$ cat src/rtl/ir_command_regs_if.sv
// Processor bus bundle for the IR command register block.
// The processor side drives master; the peripheral uses slave.
interface ir_command_regs_if;
    logic [7:0] BUS_ADDR;
    logic [7:0] BUS_DATA_IN;
    logic       BUS_WE;
    logic [7:0] BUS_DATA_OUT;

    modport master (
        output BUS_ADDR, BUS_DATA_IN, BUS_WE,
        input  BUS_DATA_OUT
    );

    modport slave (
        input  BUS_ADDR, BUS_DATA_IN, BUS_WE,
        output BUS_DATA_OUT
    );
endinterface

$ cat src/rtl/ir_command_regs.sv
// IR drive-command registers, command validation and packet strobe timer.
// Define IR_CMD_TIMEOUT_EN to build the hold timer that returns COMMAND to IDLE.
module ir_command_regs #(
    parameter logic [7:0] BASE_ADDR     = 8'h90,
    parameter int         STROBE_PERIOD = 10_000_000,
    parameter int         STROBE_WIDTH  = 24,
    parameter int         HOLD_STROBES  = 10
) (
    input  logic               CLK,
    input  logic               RST,
    ir_command_regs_if.slave   bus,
    output logic [3:0]         COMMAND,
    output logic               pack_strobe,
    output logic               pack_gen_EN
);

    localparam logic [STROBE_WIDTH-1:0] LAST = STROBE_WIDTH'(STROBE_PERIOD - 1);

    logic [3:0]              cmd_q, cmd_d;
    logic                    en_q, en_d;
    logic                    err_q, err_d;
    logic [STROBE_WIDTH-1:0] cnt_q, cnt_d;
    logic [7:0]              rdata_q, rdata_d;
    logic                    live;

    logic [7:0] off;
    logic       hit, wr_cmd, wr_ctrl, rd, cmd_legal, strobe;
    logic       unused_din;

    assign off       = bus.BUS_ADDR - BASE_ADDR;
    assign hit       = off < 8'd3;
    assign wr_cmd    = bus.BUS_WE && hit && off[1:0] == 2'd0;
    assign wr_ctrl   = bus.BUS_WE && hit && off[1:0] == 2'd1;
    assign rd        = !bus.BUS_WE && hit;
    assign cmd_legal = !(bus.BUS_DATA_IN[3] && bus.BUS_DATA_IN[2]) &&
                       !(bus.BUS_DATA_IN[1] && bus.BUS_DATA_IN[0]);
    assign strobe    = en_q && cnt_q == LAST;
    assign unused_din = ^bus.BUS_DATA_IN[6:4];

`ifdef IR_CMD_TIMEOUT_EN
    logic [7:0] hold_q, hold_d;
    assign live = hold_q != 8'd0;
`else
    assign live = 1'b0;
`endif

    always_comb begin
        cmd_d   = cmd_q;
        en_d    = en_q;
        err_d   = err_q;
        rdata_d = 8'h00;
`ifdef IR_CMD_TIMEOUT_EN
        hold_d = hold_q;
        if (strobe && hold_q != 8'd0) begin
            hold_d = hold_q - 8'd1;
            if (hold_q == 8'd1) cmd_d = 4'h0;
        end
`endif
        // A bus write lands after expiry so a coincident write wins.
        if (wr_cmd) begin
            if (cmd_legal) begin
                cmd_d = bus.BUS_DATA_IN[3:0];
`ifdef IR_CMD_TIMEOUT_EN
                hold_d = 8'(HOLD_STROBES);
`endif
            end else begin
                err_d = 1'b1;
            end
        end
        if (wr_ctrl) begin
            en_d = bus.BUS_DATA_IN[0];
            if (bus.BUS_DATA_IN[7]) err_d = 1'b0;
        end
        cnt_d = (en_q && en_d && !strobe) ? cnt_q + 1'b1 : '0;
        if (rd) begin
            case (off[1:0])
                2'd0:    rdata_d = {4'h0, cmd_q};
                2'd1:    rdata_d = {7'h00, en_q};
                2'd2:    rdata_d = {cmd_q, 1'b0, err_q, live, en_q};
                default: rdata_d = 8'h00;
            endcase
        end
    end

    always_ff @(posedge CLK or negedge RST) begin
        if (!RST) begin
            cmd_q   <= 4'h0;
            en_q    <= 1'b0;
            err_q   <= 1'b0;
            cnt_q   <= '0;
            rdata_q <= 8'h00;
`ifdef IR_CMD_TIMEOUT_EN
            hold_q  <= 8'h00;
`endif
        end else begin
            cmd_q   <= cmd_d;
            en_q    <= en_d;
            err_q   <= err_d;
            cnt_q   <= cnt_d;
            rdata_q <= rdata_d;
`ifdef IR_CMD_TIMEOUT_EN
            hold_q  <= hold_d;
`endif
        end
    end

    assign COMMAND          = cmd_q;
    assign pack_gen_EN      = en_q;
    assign pack_strobe      = strobe;
    assign bus.BUS_DATA_OUT = rdata_q;

endmodule

$ cat src/flat_wrapper.sv
// flat-port wrapper written by rule: the top's interface ports become plain ports
module ir_command_regs_flat 
#(
    parameter logic [7:0] BASE_ADDR     = 8'h90,
    parameter int         STROBE_PERIOD = 10_000_000,
    parameter int         STROBE_WIDTH  = 24,
    parameter int         HOLD_STROBES  = 10
)
  (CLK, RST, COMMAND, pack_strobe, pack_gen_EN, bus_BUS_ADDR, bus_BUS_DATA_IN, bus_BUS_WE, bus_BUS_DATA_OUT);
  ir_command_regs_if bus_i ();
  input  logic CLK;
  input  logic RST;
  output logic [3:0] COMMAND;
  output logic pack_strobe;
  output logic pack_gen_EN;
  input wire logic [$bits(bus_i.BUS_ADDR)-1:0] bus_BUS_ADDR;
  input wire logic [$bits(bus_i.BUS_DATA_IN)-1:0] bus_BUS_DATA_IN;
  input wire logic [$bits(bus_i.BUS_WE)-1:0] bus_BUS_WE;
  output wire logic [$bits(bus_i.BUS_DATA_OUT)-1:0] bus_BUS_DATA_OUT;
  assign bus_i.BUS_ADDR = bus_BUS_ADDR;
  assign bus_i.BUS_DATA_IN = bus_BUS_DATA_IN;
  assign bus_i.BUS_WE = bus_BUS_WE;
  assign bus_BUS_DATA_OUT = bus_i.BUS_DATA_OUT;
  ir_command_regs #(.BASE_ADDR(BASE_ADDR), .STROBE_PERIOD(STROBE_PERIOD), .STROBE_WIDTH(STROBE_WIDTH), .HOLD_STROBES(HOLD_STROBES)) u_core (.CLK(CLK), .RST(RST), .bus(bus_i), .COMMAND(COMMAND), .pack_strobe(pack_strobe), .pack_gen_EN(pack_gen_EN));
endmodule
$ cat config.mk
export PLATFORM = sky130hd
export DESIGN_NAME = ir_command_regs_flat
export DESIGN_NICKNAME = d
export VERILOG_FILES = /design/src/rtl/ir_command_regs_if.sv /design/src/rtl/ir_command_regs.sv /design/src/flat_wrapper.sv
export SDC_FILE = /design/constraint.sdc
export NUM_CORES = 1
export LEC_CHECK = 0
export ABC_AREA = 1
export CAP_MARGIN = 25
export CORE_MARGIN = 10
export CORE_UTILIZATION = 47
export CTS_CLUSTER_SIZE = 24
export DETAILED_ROUTE_END_ITERATION = 10
export PLACE_DENSITY = 0.68
export RECOVER_POWER = 25
export SYNTH_ARGS = -nofsm -noshare
export SYNTH_HDL_FRONTEND = slang
export SYNTH_SLANG_ARGS = --single-unit
$ cat constraint.sdc
create_clock -name CLK -period 3.5 [get_ports CLK]
set_input_delay 0.7 -clock CLK [delete_from_list [all_inputs] [get_ports CLK]]
set_output_delay 0.7 -clock CLK [all_outputs]
set_load 0.05 [all_outputs]
# Word-level counts from Yosys, hierarchy flattened
# Cells that the tools add are included.
# word_totals
elab_cells	35
input_bits	19
out_inout_bits	14
reg_bits	38
# op_classes
order_cmp	1
n_mux	8
eq_ne	3
reduce_logical	16
n_addsub	2
# op_table
op	count
24-bit by 1-bit adder with 24-bit output (second input constant)	1
24-bit equality test (second input constant)	1
24-bit 2-to-1 mux	1
8-bit case mux with 3 select lines	1
1-bit logical AND	10
8-bit by 2-bit less-than comparator with 1-bit output (second input constant)	1
8-bit 2-to-1 mux	1
8-bit subtractor (second input constant)	1
1-bit 2-to-1 mux	5
1-bit logical NOT	4
2-bit by 1-bit equality test with 1-bit output (second input constant)	1
2-bit equality test (second input constant)	1
2-bit logical NOT	1
2-bit AND reduction	1

# Depth between registers and ports, before layout
# Gate-level depths: netlist of run 1.
# logic_depth
word_depth	8
depth_mapped	9
mapped_depth_nobuf	9

# Worst setup path before layout of run 1
# No wires, ideal clock.
# synth_path
path_kind	reg-to-output
startpoint	reg u_core.en_q (netlist: u_core.pack_gen_EN)
endpoint	out pack_strobe
path_stages_with_launch	4
required_time_ns	2.800
path_slack_ns	0.707
path_buffers	0
arrival_ns	2.093
path_cell_list	dfrtp_1 > nand4_1 > nand3b_1 > nor3_1
# synth_between
elab_chain_len	1
# synth_rtl
item	line	source
start: declaration	ir_command_regs.sv:20	logic en_q, en_d;
start signal: assignment	ir_command_regs.sv:97	en_q <= en_d;
1-bit logical AND	ir_command_regs.sv:37	assign strobe = en_q && cnt_q == LAST;
end: declaration	flat_wrapper.sv:14	output logic pack_strobe;
# No other way between the ends.

# Worst setup path after layout of run 1
# layout_path
startpoint	reg u_core.cnt_q[0]
endpoint	out pack_strobe
# layout_between
elab_chain_len	2
# layout_rtl
item	line	source
start: declaration	ir_command_regs.sv:22	logic [STROBE_WIDTH-1:0] cnt_q, cnt_d;
start signal: assignment	ir_command_regs.sv:99	cnt_q <= cnt_d;
24-bit equality test	ir_command_regs.sv:37	
1-bit logical AND	ir_command_regs.sv:37	
# No other way between the ends.

==> metrics.yaml, run 1 <==
fin_ws_ns: 0.404
clock_skew_ns: 0.00260
cp_max_fo: 5
hold_path.class: "register to register"
startpoint_type: "register"
ir_worst_vdd_uv: 205
yosysSeqAreaShare: 0.457
ys_types: 20
die_x_um: 86.6
synth_area_leaders: "dfrtp_1, nand2_1, nor2_1"
synth_cells: 282
synthDominantCellAreaShare: 0.457
dr.pass1.iters: 4
dp_hpwl_um: 3610
drtIter0Drc: 147
antenna_found_initial: 0
synth-seq-cells: 38
synth_area_um2: 2080
grt_pass1_vias: 1762
timing.final.max_slew_violations: 39
vias: 1798
worstPathRequired_ns: 2.80
cp_slowest_cell: "clkdlybuf4s50_1"
fmax_mhz: 323
rows: 24
path_buf_inv: 1
cts_buffers: 5
via_per_inst: 4.87
outcome: "complete, but fails checks"
cts_tree: "done"
gp_congestion: 0.792
fin_crit_ns: 3.10
syn2layout_area_growth_pct: 19.7
antennaDiodeCount: 0
path_delay_family: "buffers and inverters"
power_leakage_nw: 1.01
cp-end-kind: "primary output"
slew_headroom: -0.336
finalHoldViolations: 0
yosys.area.top_type: "dfrtp_1"
die_y_um: 86.6
holdBufCountCts: 0
regArea_um2: 951
tns_ns: 0
whs_path_depth: 2
wl_um: 4600
syn_avg_cell_area_um2: 7.38
post-cts-setup-buffers: 0
setup_viol: 0
path_cells: "ha_1 -> nand2_1 -> nor2_1 -> nand2_1 -> nor3_1 -> clkdlybuf4s50_1"
synth_nets: 302
rsz0062_at_grt: "false"
clk_pin_slew_ns: 0.07
dieArea_um2: 7490
yosys_warnings: 0
ios: 33
drive_gt1_frac: 0.0599
multi_input_area_um2: 973
antenna_left: 0
cp.arrival_ns: 2.40
path_class: "register to primary output"
ctsHtreeMaxLevel: 2
p_per_area_nw_per_um2: 321
ctsResizeCount: 0
tightest_slew_ns: 2.00
drv_cap: 1
wl_per_cell_um: 12.5
drc: 0
grt_pass1_wl_um: 8180
fillCellCount: 419
cp.depth: 6
clockBufferDepth: 2
core_um2: 4320
rr_worst_depth: 8
final.period_utilization: 0.884
cts_root_buf: "clkbuf_8"
io_buffer_count: 29
clkLatencyLatePin_ns: 0.29
grt_usage: 0.136
nets: 336
dpl_worst_slack_ns: 0.724
start_util: 0.481
path_common_cell: "nand2_1"
grt_max_degree: 39
violations: "capacitance limit, slew limit"
cts.sinks: 38
grt-ovfl-total: 0
critPathMaxStageDelay_ns: 0.83
## state kept, by name, indices dropped and copies added (netlist names)
name                     cells
u_core.bus.BUS_DATA_OUT      8
u_core.err_q                 1
u_core.COMMAND               4
u_core.cnt_q                24
u_core.pack_gen_EN           1
## per-stage QoR
step           instance area (µm²)  hold WS (ns)  power, mW   util  std cells
2_1_floorplan                 2080         0.404      0.474      -        282
3_3_place_gp                  2400         0.489      0.505  0.556        361
3_5_place_dp                  2400         0.488      0.505  0.556        361
4_1_cts                       2490         0.509      0.811  0.577        369
5_1_grt                       2490         0.549      0.834  0.576        369
6_report                      2490         0.508      0.801  0.576        369
## final timing paths
check,end,start,slack (ns)
max,pack_strobe,u_core.cnt_q[0],0.40
min,u_core.COMMAND[1],u_core.COMMAND[1],0.51
max reg2reg,u_core.cnt_q[23],u_core.cnt_q[0],1.78
min reg2reg,u_core.COMMAND[1],u_core.COMMAND[1],0.51
max in group asynchronous,u_core.cnt_q[15],RST,1.38
min in group asynchronous,u_core.cnt_q[4],RST,0.97
## worst min-delay path, delay by kind of cell (launching register included)
| family | cells | cell delay [ns] |
|---|---|---|
| DFF | 1 | 0.37 |
| and+or+nand+nor | 2 | 0.11 |
## power breakdown
part | internal (mW) | total [mW] | leakage, nW | switching [mW]
logic | 0.0210 | 0.0509 | 0.433 | 0.0298
registers | 0.441 | 0.444 | 0.526 | 0.00290
clock network | 0.159 | 0.306 | 0.0482 | 0.147
## synthesized netlist by cell type
| cell type | number |
|---|---|
| buf_8 | 2 |
| xor2_1 | 7 |
| nand3_2 | 1 |
| nand2_2 | 4 |
| dfrtp_1 | 38 |
| nor3_1 | 4 |
| nand3_4 | 1 |
| xnor2_1 | 7 |
| a21oi_1 | 2 |
| o21ai_0 | 3 |
| nor2_2 | 2 |
| ha_1 | 1 |
| nor2b_1 | 1 |
| nand3b_1 | 1 |
| nand3_1 | 15 |
| nand4_1 | 5 |
| nor2_4 | 4 |
| inv_1 | 34 |
| nor2_1 | 69 |
| nand2_1 | 81 |
## cell families (layout without fill, tap and decap cells)
family / count (synthesis) / after routing / synth area share
AO/OA/AOI/OAI: 5 / 5 / 0.0120
flip-flops: 38 / 38 / 0.457
AND/OR/NAND/NOR: 188 / 188 / 0.391
buffers and inverters: 36 / 71 / 0.0757
adder cells (fa/ha/maj): 1 / 1 / 0.00601
XOR/XNOR: 14 / 14 / 0.0589
## cell usage in the layout, fill, tap and decap left out, types with 5 or more instances in the layout
cell type         n
nand2_1          81
nor2_1           69
dfrtp_1          38
inv_1            34
clkdlybuf4s50_1  28
nand3_1          15
xnor2_1           7
xor2_1            7
clkbuf_8          6
nand4_1           5
## per-layer routing
| metal | part of all wire | global-route usage | routed length, µm | vias to the layer above |
|---|---|---|---|---|
| li1 | - | - | - | 927 |
| met5 | 0 | 0 | 0 | - |
| met1 | 0.41 | 0.159 | 1890 | 819 |
| met3 | 0.072 | 0.0572 | 333 | 9 |
| met4 | 0.019 | 0.0501 | 89 | 0 |
| met2 | 0.50 | 0.217 | 2280 | 43 |
## layout make-up
class / instances / area share
tap: 52 / 0.0261
clock buffer: 7 / 0.0346
timing repair buffer: 29 / 0.114
multi-input combinational: 208 / 0.391
clock inverter: 1 / 0.00201
sequential: 38 / 0.382
inverter: 34 / 0.0512
Note: power is estimated with default switching activity, not from simulation.
==> run 2: changes to the inputs <==
--- a/config.mk
+++ b/config.mk
@@ -5,13 +5,13 @@
 export SDC_FILE = /design/constraint.sdc
 export NUM_CORES = 1
 export LEC_CHECK = 0
-export ABC_AREA = 1
+export ABC_AREA = 0
 export CAP_MARGIN = 25
 export CORE_MARGIN = 10
 export CORE_UTILIZATION = 47
 export CTS_CLUSTER_SIZE = 24
 export DETAILED_ROUTE_END_ITERATION = 10
-export PLACE_DENSITY = 0.68
+export PLACE_DENSITY = 0.69
 export RECOVER_POWER = 25
 export SYNTH_ARGS = -nofsm -noshare
 export SYNTH_HDL_FRONTEND = slang
==> metrics.yaml, run 2 <==
cp.depth: 4  # was 6
intPower_mw: 1.00  # was 621 µW
drtIter0Drc: 64  # was 147
crit_path_start: "u_core.cnt_q[8]"  # was u_core.cnt_q[0]
wl_per_cell_um: 15.5  # was 12.5 µm
final_common_cell: "dfrtp_1"  # was nand2_1
final.period_utilization: 0.969  # was 0.884
synthMostInstantiatedCell: "dfrtp_1"  # was nand2_1
nets: 233  # was 336
setup_viol: 0  # unchanged
fin_ws_ns: 0.109  # was 0.404 ns
rows: 22  # was 24
switchingPower_uw: 467  # was 180 µW
final_cell_mix: "dfrtp_1, clkdlybuf4s50_1, nor2_1"  # was nand2_1, nor2_1, dfrtp_1
clkPwrFrac: 0.311  # was 0.382
ir_worst_vdd_uv: 427  # was 205 µV
synth_cells: 181  # was 282
ios: 33  # unchanged
antenna_found_initial: 0  # unchanged
outcome: "complete, but fails checks"  # unchanged
path_class: "register to primary output"  # unchanged
clk_pin_slew_ns: 0.07  # about the same
ys.flop_type: "dfrtp_1"  # unchanged
grt_pass1_wl_um: 6970  # was 8180 µm
pwr-share-comb: 0.191  # was 0.063
clock_skew_ns: 0.00401  # was 0.00260 ns
cts_tree: "done"  # unchanged
cp_slowest_cell: "clkdlybuf4s50_1"  # unchanged
synthDominantCellAreaShare: 0.508  # was 0.457
fmax_mhz: 295  # was 323 MHz
synth_nets: 201  # was 302
yosysSeqAreaShare: 0.508  # was 0.457
clockBufferDepth: 2  # unchanged
syn_avg_cell_area_um2: 10.3  # was 7.38 µm²
cp-end-kind: "primary output"  # unchanged
ctsHtreeMaxLevel: 2  # unchanged
die_x_um: 83.1  # was 86.6 µm
grt_pass1_vias: 1456  # was 1762
grt-ovfl-total: 0  # unchanged
drive_gt1_frac: 0.107  # was 0.0599
path_cells: "or4b_2 -> nor4_1 -> and2_1 -> clkdlybuf4s50_1"  # was ha_1 -> nand2_1 -> nor2_1 -> nand2_1 -> nor3_1 -> clkdlybuf4s50_1
swShare: 0.317  # was 0.225
ctsResizeCount: 0  # unchanged
violations: "capacitance limit, slew limit"  # unchanged
fin_crit_ns: 3.39  # was 3.10 ns
largest_reg_flops: 24  # unchanged
die_y_um: 83.1  # was 86.6 µm
synth-seq-cells: 38  # unchanged
dieArea_um2: 6910  # was 7490 µm²
startpoint_type: "register"  # unchanged
power_leakage_nw: 0.966  # was 1.01 nW
core_um2: 3740  # was 4320 µm²
yosys.area.top_type: "dfrtp_1"  # unchanged
cts_buffers: 5  # unchanged
synth_edf_count: 0  # unchanged
rr_worst_depth: 4  # was 8
synthArstFlopShare: 1.00  # unchanged
hold_path.class: "register to register"  # unchanged
fillCellCount: 326  # was 419
final_core_util: 0.627  # was 0.576
tns_ns: 0  # unchanged
start_util: 0.500  # was 0.481
antennaDiodeCount: 0  # unchanged
drc: 0  # unchanged
syn2layout_area_growth_pct: 25.4  # was 19.7%
slew_headroom: -0.319  # was -0.336
regMostFlops: "u_core.cnt_q"  # unchanged
cts.sinks: 38  # unchanged
finalHoldViolations: 0  # unchanged
r2r-start: "u_core.cnt_q[8]"  # was u_core.cnt_q[0]
gp_congestion: 0.852  # was 0.792
holdBufCountCts: 0  # unchanged
synth_area_leaders: "dfrtp_1, xnor2_1, nor2_1"  # was dfrtp_1, nand2_1, nor2_1
grt_usage: 0.119  # was 0.136
worstPathRequired_ns: 2.80  # about the same
grt_max_degree: 39  # unchanged
dp_hpwl_um: 3030  # was 3610 µm
rrSetupSlack_ns: 1.35  # was 1.78 ns
drv_cap: 1  # unchanged
p_per_area_nw_per_um2: 627  # was 321 nW/µm²
ys_types: 40  # was 20
cp.arrival_ns: 2.69  # was 2.40 ns
yosys_warnings: 0  # unchanged
critPathMaxStageDelay_ns: 0.81  # was 0.83 ns
rsz0062_at_grt: "false"  # unchanged
post-cts-setup-buffers: 0  # unchanged
cp_max_fo: 4  # was 5
dpl_worst_slack_ns: 0.415  # was 0.724 ns
seqPwrFrac: 0.498  # was 0.555
timing.rr.end: "u_core.cnt_q[5]"  # was u_core.cnt_q[23]
path_delay_family: "simple AND/OR/NAND/NOR gates"  # was buffers and inverters
path_buf_inv: 1  # unchanged
cts_root_buf: "clkbuf_8"  # unchanged
via_per_inst: 5.63  # was 4.87
antenna_left: 0  # unchanged
wl_um: 4070  # was 4600 µm
dr.pass1.iters: 4  # unchanged
endpoint: "pack_strobe"  # unchanged
ys_top_cells_by_count: "dfrtp_1, nor2_1, or3_1, xnor2_1"  # was nand2_1, nor2_1, dfrtp_1
synth_area_um2: 1870  # was 2080 µm²
tightest_slew_ns: 1.98  # was 2.00 ns
vias: 1476  # was 1798
clkLatencyLatePin_ns: 0.29  # about the same
timing.final.max_slew_violations: 39  # unchanged
io_buffer_count: 29  # unchanged
-- run 2: worst min-delay path by stage --
stage	start	endpoint	slack, ns	cells after the start
2_1_floorplan	RST	u_core.COMMAND[0]	0.40	0
6_report	u_core.cnt_q[0]	u_core.cnt_q[0]	0.50	1
5_1_grt	u_core.cnt_q[0]	u_core.cnt_q[0]	0.52	1
3_3_place_gp	u_core.cnt_q[0]	u_core.cnt_q[0]	0.47	1
4_1_cts	u_core.cnt_q[0]	u_core.cnt_q[0]	0.51	1
3_5_place_dp	u_core.cnt_q[0]	u_core.cnt_q[0]	0.49	1
-- run 2: power groups by stage --
stage / Combinational, mW / Sequential (mW) / Clock, mW
2_1_floorplan: 0.205 / 0.705 / 0
3_3_place_gp: 0.265 / 0.728 / 0
3_5_place_dp: 0.280 / 0.739 / 0
4_1_cts: 0.284 / 0.730 / 0.468
5_1_grt: 0.318 / 0.759 / 0.486
6_report: 0.281 / 0.732 / 0.458
-- run 2: layout make-up --
class	count	area, µm²	share of cell area
clock inverter	2	60.1	0.0256
sequential	38	951	0.405
timing repair buffer	32	309	0.132
multi-input combinational	130	863	0.368
tap	48	60.1	0.0256
inverter	6	22.5	0.00959
clock buffer	6	82.6	0.0352
-- run 2: through the flow --
stage                     instances  power, mW  hold WS (ns)  cell area [µm²]
after floorplan                 181      0.910         0.404             1870
after global placement          254      0.992         0.471             2210
after detailed placement        254       1.02         0.495             2210
after CTS                       262       1.48         0.505             2350
after global routing            262       1.56         0.525             2350
final                           262       1.47         0.501             2350
-- run 2: routing by layer --
layer / vias to the layer above / global-route usage / wire length [µm]
met5: - / 0 / 0
met4: 0 / 0.0385 / 56
met3: 6 / 0.0391 / 172
met2: 31 / 0.196 / 2040
met1: 719 / 0.142 / 1800
li1: 720 / - / -
-- run 2: cell families (layout without fill, tap and decap cells) --
group | count (synthesis) | count (layout) | share of synthesized area
compound gates | 26 | 26 | 0.0828
xor+xnor | 13 | 13 | 0.0608
fa+ha+maj | 1 | 1 | 0.00668
buf+inv | 13 | 46 | 0.0314
flops | 38 | 38 | 0.508
mux | 6 | 6 | 0.0347
simple gates | 84 | 84 | 0.276
